==> config.mk <==
export PLATFORM = sky130hd
export DESIGN_NAME = bus_arbiter_rr_flat
export DESIGN_NICKNAME = d
export VERILOG_FILES = /design/src/rtl/bus_arbiter_rr_pkg.sv /design/src/rtl/bus_arbiter_rr_if.sv /design/src/rtl/bus_arbiter_rr_picker.sv /design/src/rtl/bus_arbiter_rr.sv /design/src/flat_wrapper.sv
export SDC_FILE = /design/constraint.sdc
export NUM_CORES = 1
export LEC_CHECK = 0
export ABC_CLOCK_PERIOD_IN_PS = 6330
export CORE_MARGIN = 4
export CORE_UTILIZATION = 64
export DETAILED_ROUTE_END_ITERATION = 6
export DONT_BUFFER_PORTS = 1
export PLACE_DENSITY = 0.8
export RECOVER_POWER = 50
export SETUP_SLACK_MARGIN = 0.4
export SKIP_LAST_GASP = 1
export SLEW_MARGIN = 20
export SYNTH_ARGS = -nofsm -noshare
export SYNTH_HDL_FRONTEND = slang
export SYNTH_SLANG_ARGS = --single-unit
==> constraint.sdc <==
create_clock -name clock -period 6.33 [get_ports clock]
set_input_delay 1.266 -clock clock [delete_from_list [all_inputs] [get_ports clock]]
set_output_delay 1.266 -clock clock [all_outputs]
set_load 0.005 [all_outputs]
==> src/rtl/bus_arbiter_rr_pkg.sv <==
`default_nettype none
// ============================================================================
// Module   : bus_arb_pkg
// Brief    : Shared types and defaults for the round-robin bus arbiter.
// Revision : 1.0 - initial release
// ============================================================================
package bus_arb_pkg;

  localparam int OWNER_W             = 3;
  localparam int BEGIN_TIMEOUT_DEF   = 16;
  localparam int MAX_XFER_CYCLES_DEF = 1024;

  typedef enum logic [1:0] {
    ST_IDLE       = 2'd0,
    ST_GRANT      = 2'd1,
    ST_WAIT_BEGIN = 2'd2,
    ST_WAIT_END   = 2'd3
  } arb_state_t;

endpackage : bus_arb_pkg
`default_nettype wire

==> src/rtl/bus_arbiter_rr_if.sv <==
`default_nettype none
// ============================================================================
// Module   : bus_arbiter_rr_if
// Brief    : Request/grant and shared-bus tracking signals of the arbiter.
// Revision : 1.0 - initial release
// ============================================================================
interface bus_arbiter_rr_if
  import bus_arb_pkg::*;
#(
  parameter int NUM_MASTERS = 4
);

  logic [NUM_MASTERS-1:0] request_in;
  logic [NUM_MASTERS-1:0] grant_out;
  logic                   begin_transaction_in;
  logic                   end_transaction_in;
  logic                   bus_error_in;
  logic [OWNER_W-1:0]     owner_idx;
  logic                   owner_valid;
  logic                   begin_timeout;
  logic                   bus_timeout;
  logic [1:0]             arb_state;

  // slave: the arbiter itself; master: the requesters and shared-bus side
  modport slave (
    input  request_in, begin_transaction_in, end_transaction_in, bus_error_in,
    output grant_out, owner_idx, owner_valid, begin_timeout, bus_timeout, arb_state
  );

  modport master (
    output request_in, begin_transaction_in, end_transaction_in, bus_error_in,
    input  grant_out, owner_idx, owner_valid, begin_timeout, bus_timeout, arb_state
  );

endinterface : bus_arbiter_rr_if
`default_nettype wire

==> src/rtl/bus_arbiter_rr_picker.sv <==
`default_nettype none
// ============================================================================
// Module   : rr_priority_picker
// Brief    : Combinational round-robin search starting after the last winner.
// Revision : 1.0 - initial release
// ============================================================================
module rr_priority_picker
  import bus_arb_pkg::*;
#(
  parameter int NUM_MASTERS = 4
) (
  input  wire logic [NUM_MASTERS-1:0] i_request,
  input  wire logic [OWNER_W-1:0]     i_last_grant,
  output logic      [OWNER_W-1:0]     o_winner,
  output logic                        o_found
);

  logic [OWNER_W-1:0] w_dist;
  logic [OWNER_W-1:0] w_best_dist;

  // The requester closest (mod NUM_MASTERS) after the last grant wins.
  always_comb begin
    o_winner    = '0;
    o_found     = 1'b0;
    w_dist      = '0;
    w_best_dist = '0;
    for (int i = 0; i < NUM_MASTERS; i++) begin
      w_dist = OWNER_W'((i + NUM_MASTERS - int'(i_last_grant) - 1) % NUM_MASTERS);
      if (i_request[i] && (!o_found || (w_dist < w_best_dist))) begin
        o_found     = 1'b1;
        o_winner    = OWNER_W'(i);
        w_best_dist = w_dist;
      end
    end
  end

endmodule : rr_priority_picker
`default_nettype wire

==> src/rtl/bus_arbiter_rr.sv <==
`default_nettype none
// ============================================================================
// Module   : bus_arbiter_rr
// Brief    : Round-robin owner arbitration for a shared bus with transaction
//            tracking. Optional macro BUS_ARB_TIMEOUT_EN adds a WAIT_END
//            watchdog driving bus_timeout.
// Revision : 1.0 - initial release
// ============================================================================
module bus_arbiter_rr
  import bus_arb_pkg::*;
#(
  parameter int NUM_MASTERS     = 4,
  parameter int BEGIN_TIMEOUT   = BEGIN_TIMEOUT_DEF,
  parameter int MAX_XFER_CYCLES = MAX_XFER_CYCLES_DEF
) (
  input  wire logic       clock,
  input  wire logic       n_reset,
  bus_arbiter_rr_if.slave bus
);

  localparam int c_begin_cnt_w = $clog2(BEGIN_TIMEOUT) + 1;
  localparam logic [c_begin_cnt_w-1:0] c_begin_last = c_begin_cnt_w'(BEGIN_TIMEOUT - 1);
  localparam logic [OWNER_W-1:0] c_last_reset = OWNER_W'(NUM_MASTERS - 1);

  if ((NUM_MASTERS < 2) || (NUM_MASTERS > 8) || (BEGIN_TIMEOUT < 2) ||
      (MAX_XFER_CYCLES < 2)) begin : g_param_check
    $error("bus_arbiter_rr: parameter out of range");
  end

  arb_state_t                r_state;
  arb_state_t                w_state_nxt;
  logic [OWNER_W-1:0]        r_owner_idx;
  logic [OWNER_W-1:0]        r_last_grant;
  logic [OWNER_W-1:0]        w_winner;
  logic                      w_found;
  logic [c_begin_cnt_w-1:0]  r_begin_cnt;
  logic                      w_begin_timeout;
  logic                      w_bus_timeout;
  logic                      w_xfer_expired;

  rr_priority_picker #(
    .NUM_MASTERS (NUM_MASTERS)
  ) u_picker (
    .i_request    (bus.request_in),
    .i_last_grant (r_last_grant),
    .o_winner     (w_winner),
    .o_found      (w_found)
  );

`ifdef BUS_ARB_TIMEOUT_EN
  localparam int c_xfer_cnt_w = $clog2(MAX_XFER_CYCLES) + 1;
  localparam logic [c_xfer_cnt_w-1:0] c_xfer_last = c_xfer_cnt_w'(MAX_XFER_CYCLES - 1);

  logic [c_xfer_cnt_w-1:0] r_xfer_cnt;

  always_ff @(posedge clock) begin
    if (!n_reset) begin
      r_xfer_cnt <= '0;
    end else if (r_state != ST_WAIT_END) begin
      r_xfer_cnt <= '0;
    end else if (r_xfer_cnt != '1) begin
      r_xfer_cnt <= r_xfer_cnt + 1'b1;
    end
  end

  assign w_xfer_expired = (r_state == ST_WAIT_END) && (r_xfer_cnt == c_xfer_last);
`else
  assign w_xfer_expired = 1'b0;
`endif

  always_ff @(posedge clock) begin
    if (!n_reset) begin
      r_state <= ST_IDLE;
    end else begin
      r_state <= w_state_nxt;
    end
  end

  // Owner is only re-latched on a new win so the bus mux select stays stable in IDLE.
  always_ff @(posedge clock) begin
    if (!n_reset) begin
      r_owner_idx  <= '0;
      r_last_grant <= c_last_reset;
      r_begin_cnt  <= '0;
    end else begin
      if ((r_state == ST_IDLE) && w_found) begin
        r_owner_idx  <= w_winner;
        r_last_grant <= w_winner;
      end
      if (r_state != ST_WAIT_BEGIN) begin
        r_begin_cnt <= '0;
      end else if (r_begin_cnt != '1) begin
        r_begin_cnt <= r_begin_cnt + 1'b1;
      end
    end
  end

  always_comb begin
    w_state_nxt     = r_state;
    w_begin_timeout = 1'b0;
    w_bus_timeout   = 1'b0;
    case (r_state)
      ST_IDLE: begin
        if (w_found) begin
          w_state_nxt = ST_GRANT;
        end
      end
      ST_GRANT: begin
        w_state_nxt = ST_WAIT_BEGIN;
      end
      ST_WAIT_BEGIN: begin
        // A lone end_transaction_in here belongs to nobody and is ignored.
        if (bus.begin_transaction_in) begin
          w_state_nxt = bus.end_transaction_in ? ST_IDLE : ST_WAIT_END;
        end else if (r_begin_cnt == c_begin_last) begin
          w_begin_timeout = 1'b1;
          w_state_nxt     = ST_IDLE;
        end
      end
      ST_WAIT_END: begin
        if (bus.end_transaction_in) begin
          w_state_nxt = ST_IDLE;
        end else if (w_xfer_expired) begin
          w_bus_timeout = 1'b1;
          w_state_nxt   = ST_IDLE;
        end
      end
      default: begin
        w_state_nxt = ST_IDLE;
      end
    endcase
  end

  assign bus.grant_out     = (r_state == ST_GRANT) ? (NUM_MASTERS'(1) << r_owner_idx) : '0;
  assign bus.owner_idx     = r_owner_idx;
  assign bus.owner_valid   = (r_state != ST_IDLE);
  assign bus.begin_timeout = w_begin_timeout;
  assign bus.bus_timeout   = w_bus_timeout;
  assign bus.arb_state     = r_state;

endmodule : bus_arbiter_rr
`default_nettype wire

==> src/flat_wrapper.sv <==
// flat-port wrapper written by rule: the top's interface ports become plain ports
module bus_arbiter_rr_flat import bus_arb_pkg::*;
#(
  parameter int NUM_MASTERS     = 4,
  parameter int BEGIN_TIMEOUT   = BEGIN_TIMEOUT_DEF,
  parameter int MAX_XFER_CYCLES = MAX_XFER_CYCLES_DEF
)
  (clock, n_reset, bus_request_in, bus_begin_transaction_in, bus_end_transaction_in, bus_bus_error_in, bus_grant_out, bus_owner_idx, bus_owner_valid, bus_begin_timeout, bus_bus_timeout, bus_arb_state);
  bus_arbiter_rr_if #(.NUM_MASTERS(NUM_MASTERS)) bus_i ();
  input  wire logic clock;
  input  wire logic n_reset;
  input wire logic [$bits(bus_i.request_in)-1:0] bus_request_in;
  input wire logic [$bits(bus_i.begin_transaction_in)-1:0] bus_begin_transaction_in;
  input wire logic [$bits(bus_i.end_transaction_in)-1:0] bus_end_transaction_in;
  input wire logic [$bits(bus_i.bus_error_in)-1:0] bus_bus_error_in;
  output wire logic [$bits(bus_i.grant_out)-1:0] bus_grant_out;
  output wire logic [$bits(bus_i.owner_idx)-1:0] bus_owner_idx;
  output wire logic [$bits(bus_i.owner_valid)-1:0] bus_owner_valid;
  output wire logic [$bits(bus_i.begin_timeout)-1:0] bus_begin_timeout;
  output wire logic [$bits(bus_i.bus_timeout)-1:0] bus_bus_timeout;
  output wire logic [$bits(bus_i.arb_state)-1:0] bus_arb_state;
  assign bus_i.request_in = bus_request_in;
  assign bus_i.begin_transaction_in = bus_begin_transaction_in;
  assign bus_i.end_transaction_in = bus_end_transaction_in;
  assign bus_i.bus_error_in = bus_bus_error_in;
  assign bus_grant_out = bus_i.grant_out;
  assign bus_owner_idx = bus_i.owner_idx;
  assign bus_owner_valid = bus_i.owner_valid;
  assign bus_begin_timeout = bus_i.begin_timeout;
  assign bus_bus_timeout = bus_i.bus_timeout;
  assign bus_arb_state = bus_i.arb_state;
  bus_arbiter_rr #(.NUM_MASTERS(NUM_MASTERS), .BEGIN_TIMEOUT(BEGIN_TIMEOUT), .MAX_XFER_CYCLES(MAX_XFER_CYCLES)) u_core (.clock(clock), .n_reset(n_reset), .bus(bus_i));
endmodule
==> metrics <==
Crit Path Class primary input to flop; vias in the first global route between 600 and 700; placer congestion estimate 0.795; fillers roughly 110; Antenna diodes 0; clock skew 0.00144 ns; cell count after synthesis 111; Hold/Removal Path Class flop to flop; CTS Root Buffer Type clkbuf_4; Die Width 46.1 um; largest net degree at the start of global routing 13; crit path cell chain and3_1 -> inv_1 -> ha_1 -> o211ai_2 -> nand3_1 -> mux2i_1 -> ha_1 -> a211oi_1 -> a41o_1 -> mux2_2 -> ha_1 -> nor2_1 -> a221o_1 -> a2111oi_4 -> o21ai_1; Worst-Skew Late Latency 0.26 ns; main flop type after synthesis dfxtp_1; RSZ-0062 raised after global routing false; Multi-input gate area 658 um^2; Iter 0 DRT Violations 23; Max-slew headroom 61.0%; worst slack, placed 1.40 ns; clk sinks 11; CORE AREA ~1300 um^2; Vias/cell 6.29; setup TNS 0 ns; # resized after CTS 0; Layout area overhead 3.10%; sequential fraction of the synthesis area a little under a quarter; Final Max Tran Viols 0; initial antenna violation count 0; Arr. time, crit path 4.83 ns; nets between 100 and 150; Initial Util 69.6%; total track usage 18.8%; Async S/R FF share, synth 0%; status finished clean; crit-path max FO 7; PwrDens 548 nW/um^2; Die ar. 2120 um^2; io pins 21; grt ovf 0; first-pass GRT wire length approximately 2900 um; syn_area_per_cell 8.36 um^2; Final min period 4.68 ns; final setup fails 0; die height 46.1 um; H-tree depth 1; cell depth of the worst flop-to-flop path 17; most frequent CP cell ha_1; IO buf count 0; Hold Buf Count CTS 0; share of cells above drive strength 1 6.19%; post-route insts no fill 128; critical path's slowest cell a2111oi_4; Crit. End Element flop; post-CTS setup buffer count 0; Final HPWL DP 1390 um; sequential cell area 220 um^2; Clock Path Buffers 2; Peak VDD IR between 0.5 and 0.6 mV; Routed WL 1770 um; final hold slack 0.536 ns; reg2reg start u_core.r_last_grant[0]; per-cell routed wire length 13.8 um; max incr delay on CP 0.41 ns; Startpoint Class primary input; Mapped Area about 930 um^2; static leakage 0.442 nW; Yosys cell types 39; 1st-pass router iterations 4; Antenna Nets Post-Route 0; clock-pin slew on the worst setup and hold paths 0.07 ns; # Max-Cap Violations 0; Fmax achieved 214 MHz; Via Count about 810; CTS tree yes; Rows 13; Final Worst Setup Slack 1.65 ns; EDFF count, synth 0; synthesized flop and latch total 11; crit path from bus_request_in[0]; Yosys warning count 0; period utilization 74.0%; Final Hold Vio Count 0; Setup crit end u_core.r_last_grant[1]; Post-Place Cells 124; remaining routing DRC violations 0; worst reg-to-reg setup slack 1.68 ns; Num CTS Buffers 3; CP Data Required Time between 6 and 7 ns; worst reg2reg path endpoint u_core.r_last_grant[1]; actual slew at the worst max-slew pin 0.579 ns
[kinds of logic after synthesis]
| kind of cell | count (synthesis) | share of synthesized area [%] |
|---|---|---|
| other | 1 | 0.404 |
| and+or+nand+nor | 44 | 25.5 |
| xor gates and xnor gates | 4 | 3.77 |
| adders and majority gates | 13 | 17.5 |
| buffers and inverters | 12 | 5.79 |
| AOI/OAI and AO/OA | 22 | 18.9 |
| muxes | 4 | 4.45 |
| DFF | 11 | 23.7 |
[area by class of cell]
type / instances / area share [%]
multi-input cells: 89 / 68.8
flip-flops and latches: 11 / 23.0
inverters: 9 / 3.53
clock buffers: 4 / 2.75
well taps: 15 / 1.96
[critical path: cells and delay by family]
kind            cells  cell delay, ns
buf+inv             1            0.05
compound gates      6            1.66
simple gates        3            0.44
mux                 2            0.59
fa+ha+maj           3            0.83
[how the worst min path moves through the flow]
stage	start	end	slack [ns]	cells past startpoint
after CTS	u_core.r_begin_cnt[3]	u_core.r_begin_cnt[3]	0.53	2
after global routing	u_core.r_begin_cnt[3]	u_core.r_begin_cnt[3]	0.58	2
final	u_core.r_begin_cnt[3]	u_core.r_begin_cnt[3]	0.54	2
after floorplan	u_core.r_begin_cnt[3]	u_core.r_begin_cnt[3]	0.47	2
after detailed placement	u_core.r_begin_cnt[3]	u_core.r_begin_cnt[3]	0.51	2
after global placement	u_core.r_begin_cnt[3]	u_core.r_begin_cnt[3]	0.49	2
[Yosys cell counts (all sizes together) (2+ instances only)]
cell | instances | share of area (%)
nand4b | 2 | 1.9
nor3b | 3 | 2.4
xnor2 | 2 | 1.9
nor3 | 3 | 1.6
o21ai | 5 | 2.7
and3 | 4 | 2.7
o21a | 2 | 1.6
nor2b | 3 | 2.0
dfxtp | 11 | 24
and3b | 2 | 1.9
nor2 | 15 | 6.1
nand3 | 2 | 1.1
mux2i | 3 | 3.2
ha | 13 | 18
inv | 9 | 3.6
a31oi | 2 | 1.3
nand2 | 5 | 2.0
xor2 | 2 | 1.9
buf | 3 | 2.2
a21oi | 3 | 1.6
[report_power, final]
group          total [W]  internal [W]  leakage, nW  switching [W]
clock network  0.0000475     0.0000243       0.0150      0.0000232
registers       0.000113     0.0000836       0.0902      0.0000292
logic           0.000364      0.000170        0.337       0.000194
total           0.000524      0.000278        0.442       0.000247
[registers in the layout (all words and copies together) (netlist names)]
register,cells
u_core.r_begin_cnt,5
u_core.bus.owner_idx,2
u_core.r_last_grant,2
u_core.bus.arb_state,2
[layer usage]
layer	routed length, um	track usage (%)	vias up
met2	788	29.9	28
met5	0	0	-
li1	-	-	400
met3	149	7.42	2
met1	815	24.8	375
met4	17	1.70	0
[layout by cell type (no fill, tap or decap), types with 3 or more instances in the layout]
cell type   n
nor3_1      3
nor2b_1     3
dfxtp_1    11
and3_1      4
clkbuf_4    3
o21ai_0     4
nor2_1     15
ha_1       13
nand2_1     5
inv_1       9
mux2i_1     3
nor3b_1     3
a21oi_1     3
[through the flow]
| stage | total power [W] | cell area (um^2) | utilization (%) |
|---|---|---|---|
| after detailed placement | 0.000472 | 931 | 69.8 |
| after global routing | 0.000573 | 957 | 71.8 |
| final | 0.000524 | 957 | 71.8 |
| after floorplan | 0.000413 | 932 | - |
| after CTS | 0.000521 | 957 | 71.8 |
| after global placement | 0.000458 | 931 | 69.8 |
(Power assumes the default switching activity.)
